<file path="src/rtl/adc_mon_pkg.sv">
// Shared definitions for the ADC sample monitor.
// Holds the default sample width, fault codes and window state encoding.
package adc_mon_pkg;

    localparam int SAMPLE_W_DEFAULT = 12;

    localparam logic [1:0] FC_NONE  = 2'b00;
    localparam logic [1:0] FC_OVER  = 2'b01;
    localparam logic [1:0] FC_UNDER = 2'b10;

    typedef enum logic {
        ST_FILL = 1'b0,
        ST_RUN  = 1'b1
    } win_state_e;

endpackage

</file>
<file path="src/rtl/moving_avg_window.sv">
// Moving average over 2^LOG2_N samples (circular buffer + running sum).
// Ports: clk, rst (async, active-low), sample_in/sample_valid in;
//        avg_out (floor of window mean), avg_valid (one-cycle strobe) out.
module moving_avg_window
    import adc_mon_pkg::*;
#(
    parameter int SAMPLE_W = SAMPLE_W_DEFAULT,
    parameter int LOG2_N   = 3
) (
    input  logic                clk,
    input  logic                rst,
    input  logic [SAMPLE_W-1:0] sample_in,
    input  logic                sample_valid,
    output logic [SAMPLE_W-1:0] avg_out,
    output logic                avg_valid
);

    localparam int DEPTH = 1 << LOG2_N;
    localparam int SUM_W = SAMPLE_W + LOG2_N;

    logic [SAMPLE_W-1:0] mem_q [DEPTH];
    logic [LOG2_N-1:0]   wr_ptr_q;
    logic [LOG2_N-1:0]   fill_cnt_q;
    logic [SUM_W-1:0]    sum_q;
    logic [SUM_W-1:0]    sum_d;
    logic [SAMPLE_W-1:0] avg_q;
    logic                avg_valid_q;
    logic                avg_valid_d;
    win_state_e          state_q;
    win_state_e          state_d;

    always_comb begin
        // Intermediate may wrap mod 2^SUM_W; the result is exact because
        // the subtracted entry is always part of sum_q.
        sum_d = sum_q + SUM_W'(sample_in) - SUM_W'(mem_q[wr_ptr_q]);
        state_d = state_q;
        avg_valid_d = 1'b0;
        unique case (state_q)
            ST_FILL: begin
                if (sample_valid && (&fill_cnt_q)) begin
                    state_d = ST_RUN;
                    avg_valid_d = 1'b1;
                end
            end
            ST_RUN: begin
                avg_valid_d = sample_valid;
            end
            default: begin
                state_d = ST_FILL;
            end
        endcase
    end

    always_ff @(posedge clk or negedge rst) begin
        if (!rst) begin
            for (int i = 0; i < DEPTH; i++) begin
                mem_q[i] <= '0;
            end
            wr_ptr_q    <= '0;
            fill_cnt_q  <= '0;
            sum_q       <= '0;
            avg_q       <= '0;
            avg_valid_q <= 1'b0;
            state_q     <= ST_FILL;
        end else begin
            state_q     <= state_d;
            avg_valid_q <= avg_valid_d;
            if (sample_valid) begin
                mem_q[wr_ptr_q] <= sample_in;
                wr_ptr_q <= wr_ptr_q + LOG2_N'(1);
                sum_q    <= sum_d;
                avg_q    <= sum_d[SUM_W-1:LOG2_N];
                if (state_q == ST_FILL) begin
                    fill_cnt_q <= fill_cnt_q + LOG2_N'(1);
                end
            end
        end
    end

    assign avg_out   = avg_q;
    assign avg_valid = avg_valid_q;

endmodule

</file>
<file path="src/rtl/adc_sample_monitor.sv">
// ADC sample monitor: moving average, threshold check, sticky fault.
// Ports: clk, rst (async, active-low), sample_in/sample_valid,
//        thresh_hi/thresh_lo, fault_clr in; avg_out/avg_valid,
//        fault, fault_code (00 none, 01 over, 10 under) out.
module adc_sample_monitor
    import adc_mon_pkg::*;
#(
    parameter int SAMPLE_W = SAMPLE_W_DEFAULT,
    parameter int LOG2_N   = 3,
    parameter int PERSIST  = 4
) (
    input  logic                clk,
    input  logic                rst,
    input  logic [SAMPLE_W-1:0] sample_in,
    input  logic                sample_valid,
    input  logic [SAMPLE_W-1:0] thresh_hi,
    input  logic [SAMPLE_W-1:0] thresh_lo,
    input  logic                fault_clr,
    output logic [SAMPLE_W-1:0] avg_out,
    output logic                avg_valid,
    output logic                fault,
    output logic [1:0]          fault_code
);

    localparam logic [3:0] PCNT = 4'(PERSIST);

    logic [3:0] viol_cnt_q;
    logic [3:0] viol_cnt_d;
    logic [1:0] last_type_q;
    logic [1:0] last_type_d;
    logic       fault_q;
    logic       fault_d;
    logic [1:0] code_q;
    logic [1:0] code_d;
    logic [1:0] vtype;

    moving_avg_window #(
        .SAMPLE_W (SAMPLE_W),
        .LOG2_N   (LOG2_N)
    ) u_win (
        .clk          (clk),
        .rst          (rst),
        .sample_in    (sample_in),
        .sample_valid (sample_valid),
        .avg_out      (avg_out),
        .avg_valid    (avg_valid)
    );

    always_comb begin
        // Over-range wins when a misconfigured window satisfies both.
        vtype = FC_NONE;
        if (avg_out > thresh_hi) begin
            vtype = FC_OVER;
        end else if (avg_out < thresh_lo) begin
            vtype = FC_UNDER;
        end

        viol_cnt_d  = viol_cnt_q;
        last_type_d = last_type_q;
        fault_d     = fault_q;
        code_d      = code_q;

        if (fault_clr) begin
            viol_cnt_d  = '0;
            last_type_d = FC_NONE;
            fault_d     = 1'b0;
            code_d      = FC_NONE;
        end else if (avg_valid) begin
            if (vtype == FC_NONE) begin
                viol_cnt_d = '0;
            end else begin
                if (vtype != last_type_q) begin
                    viol_cnt_d = 4'd1;
                end else if (viol_cnt_q >= PCNT) begin
                    viol_cnt_d = PCNT;
                end else begin
                    viol_cnt_d = viol_cnt_q + 4'd1;
                end
                last_type_d = vtype;
                // Code is frozen once the fault is latched.
                if (viol_cnt_d == PCNT && !fault_q) begin
                    fault_d = 1'b1;
                    code_d  = vtype;
                end
            end
        end
    end

    always_ff @(posedge clk or negedge rst) begin
        if (!rst) begin
            viol_cnt_q  <= '0;
            last_type_q <= FC_NONE;
            fault_q     <= 1'b0;
            code_q      <= FC_NONE;
        end else begin
            viol_cnt_q  <= viol_cnt_d;
            last_type_q <= last_type_d;
            fault_q     <= fault_d;
            code_q      <= code_d;
        end
    end

    assign fault      = fault_q;
    assign fault_code = code_q;

endmodule

</file>
<file path="config.mk">
export PLATFORM = sky130hd
export DESIGN_NAME = adc_sample_monitor
export DESIGN_NICKNAME = d
export VERILOG_FILES = /design/src/rtl/adc_mon_pkg.sv /design/src/rtl/moving_avg_window.sv /design/src/rtl/adc_sample_monitor.sv
export SDC_FILE = /design/constraint.sdc
export NUM_CORES = 1
export LEC_CHECK = 0
export ABC_AREA = 1
export CORE_MARGIN = 10
export CORE_UTILIZATION = 40
export DETAILED_ROUTE_END_ITERATION = 8
export HOLD_SLACK_MARGIN = 0.02
export PLACE_DENSITY_LB_ADDON = 0.25
export SYNTH_ARGS = -nofsm -noshare
export SYNTH_HDL_FRONTEND = slang
export SYNTH_SLANG_ARGS = --single-unit
</file>
<file path="constraint.sdc">
create_clock -name clk -period 4.25 [get_ports clk]
set_input_delay 1.275 -clock clk [delete_from_list [all_inputs] [get_ports clk]]
set_output_delay 1.275 -clock clk [all_outputs]
set_load 0.03 [all_outputs]
</file>
==> qor.txt <==
Setup CP Type -> in2reg
Grt ovf -> 0
Worst hold endpoint -> u_win.mem_q[45]$_DFFE_PN0P_
Crit. End Element -> flop
Yosys reg bits -> 128
Warnings, synthesis -> 0
Area growth syn-to-layout -> 18.1%
Synthesized area per cell -> 8.26 um^2
Worst EP arrival -> 3990 ps
Syn_nets -> 977
R2r setup slk -> 760 ps
DRC -> 0
Ranking of synthesized cells by area -> dfrtp_1 (44%), nand2_1 (11%), o21ai_0 (10%)
Highest routed layer -> met4
Library cells used by synthesis -> 41
Global-route wire length before repair -> 29800 um
Vias in the first global route -> 5679
Tot Pwr -> 8.22 mW
Fraction of layout instances using a drive strength above 1 -> 0.0746
GP Congestion -> 0.900
H-tree depth -> 4
Fin crit share -> 0.872
Via-per-instance ratio -> 4.98
Routed WL per cell -> 15.2 um
Post-synth top area share -> 0.439
Die height -> 155 um
Synth Cell Area -> 7290 um^2
Total track usage -> 0.153
Critical path launch point type -> primary input
Post-route setup TNS -> 0 ps
Status -> completed
CP Max Fanout -> 8
Final hold vios -> 0
Share of synthesized cell area in full adder, half adder and majority cells -> 0.105
CP required -> 4540 ps
Horiz. Die Dim -> 155 um
VDD IR max -> 0.651 mV
CTS resizes -> 0
1st-iter DRT viols -> 519
Worst slew pin tran -> 902 ps
Reg-to-Reg End -> u_win.avg_out[10]$_DFFE_PN0P_
Drt first pass iters -> 6
Antenna Violating Nets Remaining -> 0
Xor and xnor area share after synthesis -> 0.0108
CTS sink cnt -> 128
Met2 wire len -> 7410 um
Final clock skew -> 9.83 ps
Initial core utilization -> 0.406
Number of I/O pins -> 56
Hold buffers post-CTS -> 0
IO buf count -> 55
Clk_lat worst skew -> 420 ps
CTS Buf Count -> 17
Post-Route Utilization -> 0.479
Max-Cap Viols -> 0
Pin count of the biggest net entering global routing -> 62
Slew Limit Fails -> 0
Drt total wl -> 17700 um
Setup WS post-layout -> 544 ps
Main combinational cell family by area after synthesis -> compound AO/OA/AOI/OAI gates
HPWL Detailed -> 12400 um
Simple-gate share of the synthesized area -> 0.163
CTS clock-pin slew for the worst setup and hold paths -> 60 ps
Post-CTS setup buffer count -> 0
Clock buffer depth -> 2
Pre-CTS WS -> 176 ps
Hold_sp -> u_win.mem_q[45]$_DFFE_PN0P_
Die footprint -> 24000 um^2
ANT cells -> 0
Area leader, netlist -> dfrtp_1
Post-layout nets -> 1021
Core Box Area -> 18000 um^2
Final number of setup-violating endpoints -> 0
Post-synthesis sequential area ratio -> 0.439
Complex-gate fraction of the synthesized area -> 0.183
TritonCTS clock tree -> done
Root buffer cell -> clkbuf_16
Hold path cells -> 2
Cell Rows -> 49
Post-synthesis mux area share -> 0.00309
RSZ-0062 raised after global routing -> false
Met3 wire len -> 1130 um
Worst slew margin -> 0.397
Fmax -> 270 MHz
Post-Synthesis Cells -> 883
Hold Crit Class -> reg2reg
PwrDens -> 955 nW/um^2
M1 WL -> 8910 um
Min Tclk post-route -> 3710 ps
Leakage -> 4.25 nW
Depth of the most critical reg-to-reg path -> 18
Initial antenna violation count -> 0
Reg2reg start -> u_win.wr_ptr_q[2]$_DFFE_PN0P_
Routed vias -> 5806
==> where the power goes <==
part | internal (mW) | switching, mW
combinational | 1.83 | 2.92
sequential | 1.75 | 0.324
clock | 0.869 | 0.526
==> per-stage QoR <==
| stage | hold slack, ps | cells | cell area [um^2] |
|---|---|---|---|
| after global routing | 496 | 1167 | 8610 |
| after global placement | 445 | 1137 | 8050 |
| after floorplan | 430 | 883 | 7290 |
| after detailed placement | 467 | 1137 | 8050 |
| after CTS | 482 | 1167 | 8610 |
| final | 479 | 1167 | 8610 |
==> cells in the mapped netlist, drive strengths merged <==
| cell type | instances |
|---|---|
| a211oi | 1 |
| a21o | 1 |
| a21oi | 25 |
| a221oi | 1 |
| a31oi | 3 |
| buf | 15 |
| clkbuf | 30 |
| dfrtp | 128 |
| fa | 12 |
| ha | 42 |
| inv | 128 |
| mux2 | 2 |
| nand2 | 211 |
| nand3 | 24 |
| nand3b | 1 |
| nand4 | 5 |
| nor2 | 37 |
| nor3 | 1 |
| o2111ai | 11 |
| o211ai | 11 |
| o21a | 24 |
| o21ai | 150 |
| o21bai | 2 |
| o22ai | 2 |
| o2bb2ai | 1 |
| o31ai | 2 |
| or2 | 4 |
| xnor2 | 4 |
| xor2 | 5 |
==> layout make-up <==
cell class / count / area, um^2
flip-flops and latches: 128 / 3200
clock inverters: 10 / 114
clock buffers: 20 / 447
well taps: 229 / 287
multi-input cells: 582 / 3390
repair buffers: 70 / 686
fillers: 1763 / 9360
inverters: 128 / 480
==> how the worst max path moves through the flow <==
stage	from	endpoint	slack (ps)
after global routing	sample_in[1]	u_win.avg_out[10]$_DFFE_PN0P_	360
after global placement	sample_in[5]	u_win.avg_out[10]$_DFFE_PN0P_	210
after detailed placement	sample_in[1]	u_win.avg_out[10]$_DFFE_PN0P_	180
after floorplan	sample_in[2]	u_win.avg_out[10]$_DFFE_PN0P_	870
after CTS	sample_in[1]	u_win.avg_out[10]$_DFFE_PN0P_	560
final	sample_in[1]	u_win.avg_out[10]$_DFFE_PN0P_	540
==> metal layers <==
metal | global-route usage | vias up
li1 | - | 2956
met1 | 0.213 | 2663
met2 | 0.229 | 166
met3 | 0.0372 | 21
met4 | 0.0468 | 0
met5 | 0 | -
==> cells by family (layout without fill, tap and decap cells) <==
family	Yosys count	in the layout
XOR/XNOR	9	9
flip-flops	128	128
AND/OR/NAND/NOR	283	283
buffers and inverters	173	228
adder cells (fa/ha/maj)	54	54
multiplexers	2	2
AO/OA/AOI/OAI	234	234
==> layout by cell type (no fill, tap or decap), drive strengths merged, types with 12 or more instances in the layout <==
cell           instances
a21oi                 25
buf                   16
clkbuf                20
clkdlybuf4s50         54
dfrtp                128
fa                    12
ha                    42
inv                  129
nand2                211
nand3                 24
nor2                  37
o21a                  24
o21ai                150
==> critical path: stages <==
cell and delay, ps:
clkdlybuf4s50_1 490, inv_1 150, fa_1 630, inv_1 60, ha_1 290, nand3_1 90
nand2_1 130, nand3_1 100, nand3_1 110, a21oi_1 160, o21bai_1 90, or2_2 270
nand3_1 70, o21ai_0 80
==> registers in the layout, summed over array words and instances, names as in the netlist <==
signal and flops:
fault 1, fault_code 2, last_type_q 2, u_win.avg_out 12
u_win.avg_valid 1, u_win.fill_cnt_q 3, u_win.mem_q 96, u_win.state_q 1
u_win.sum_q 3, u_win.wr_ptr_q 3, viol_cnt_q 4
(Power assumes the default switching activity.)
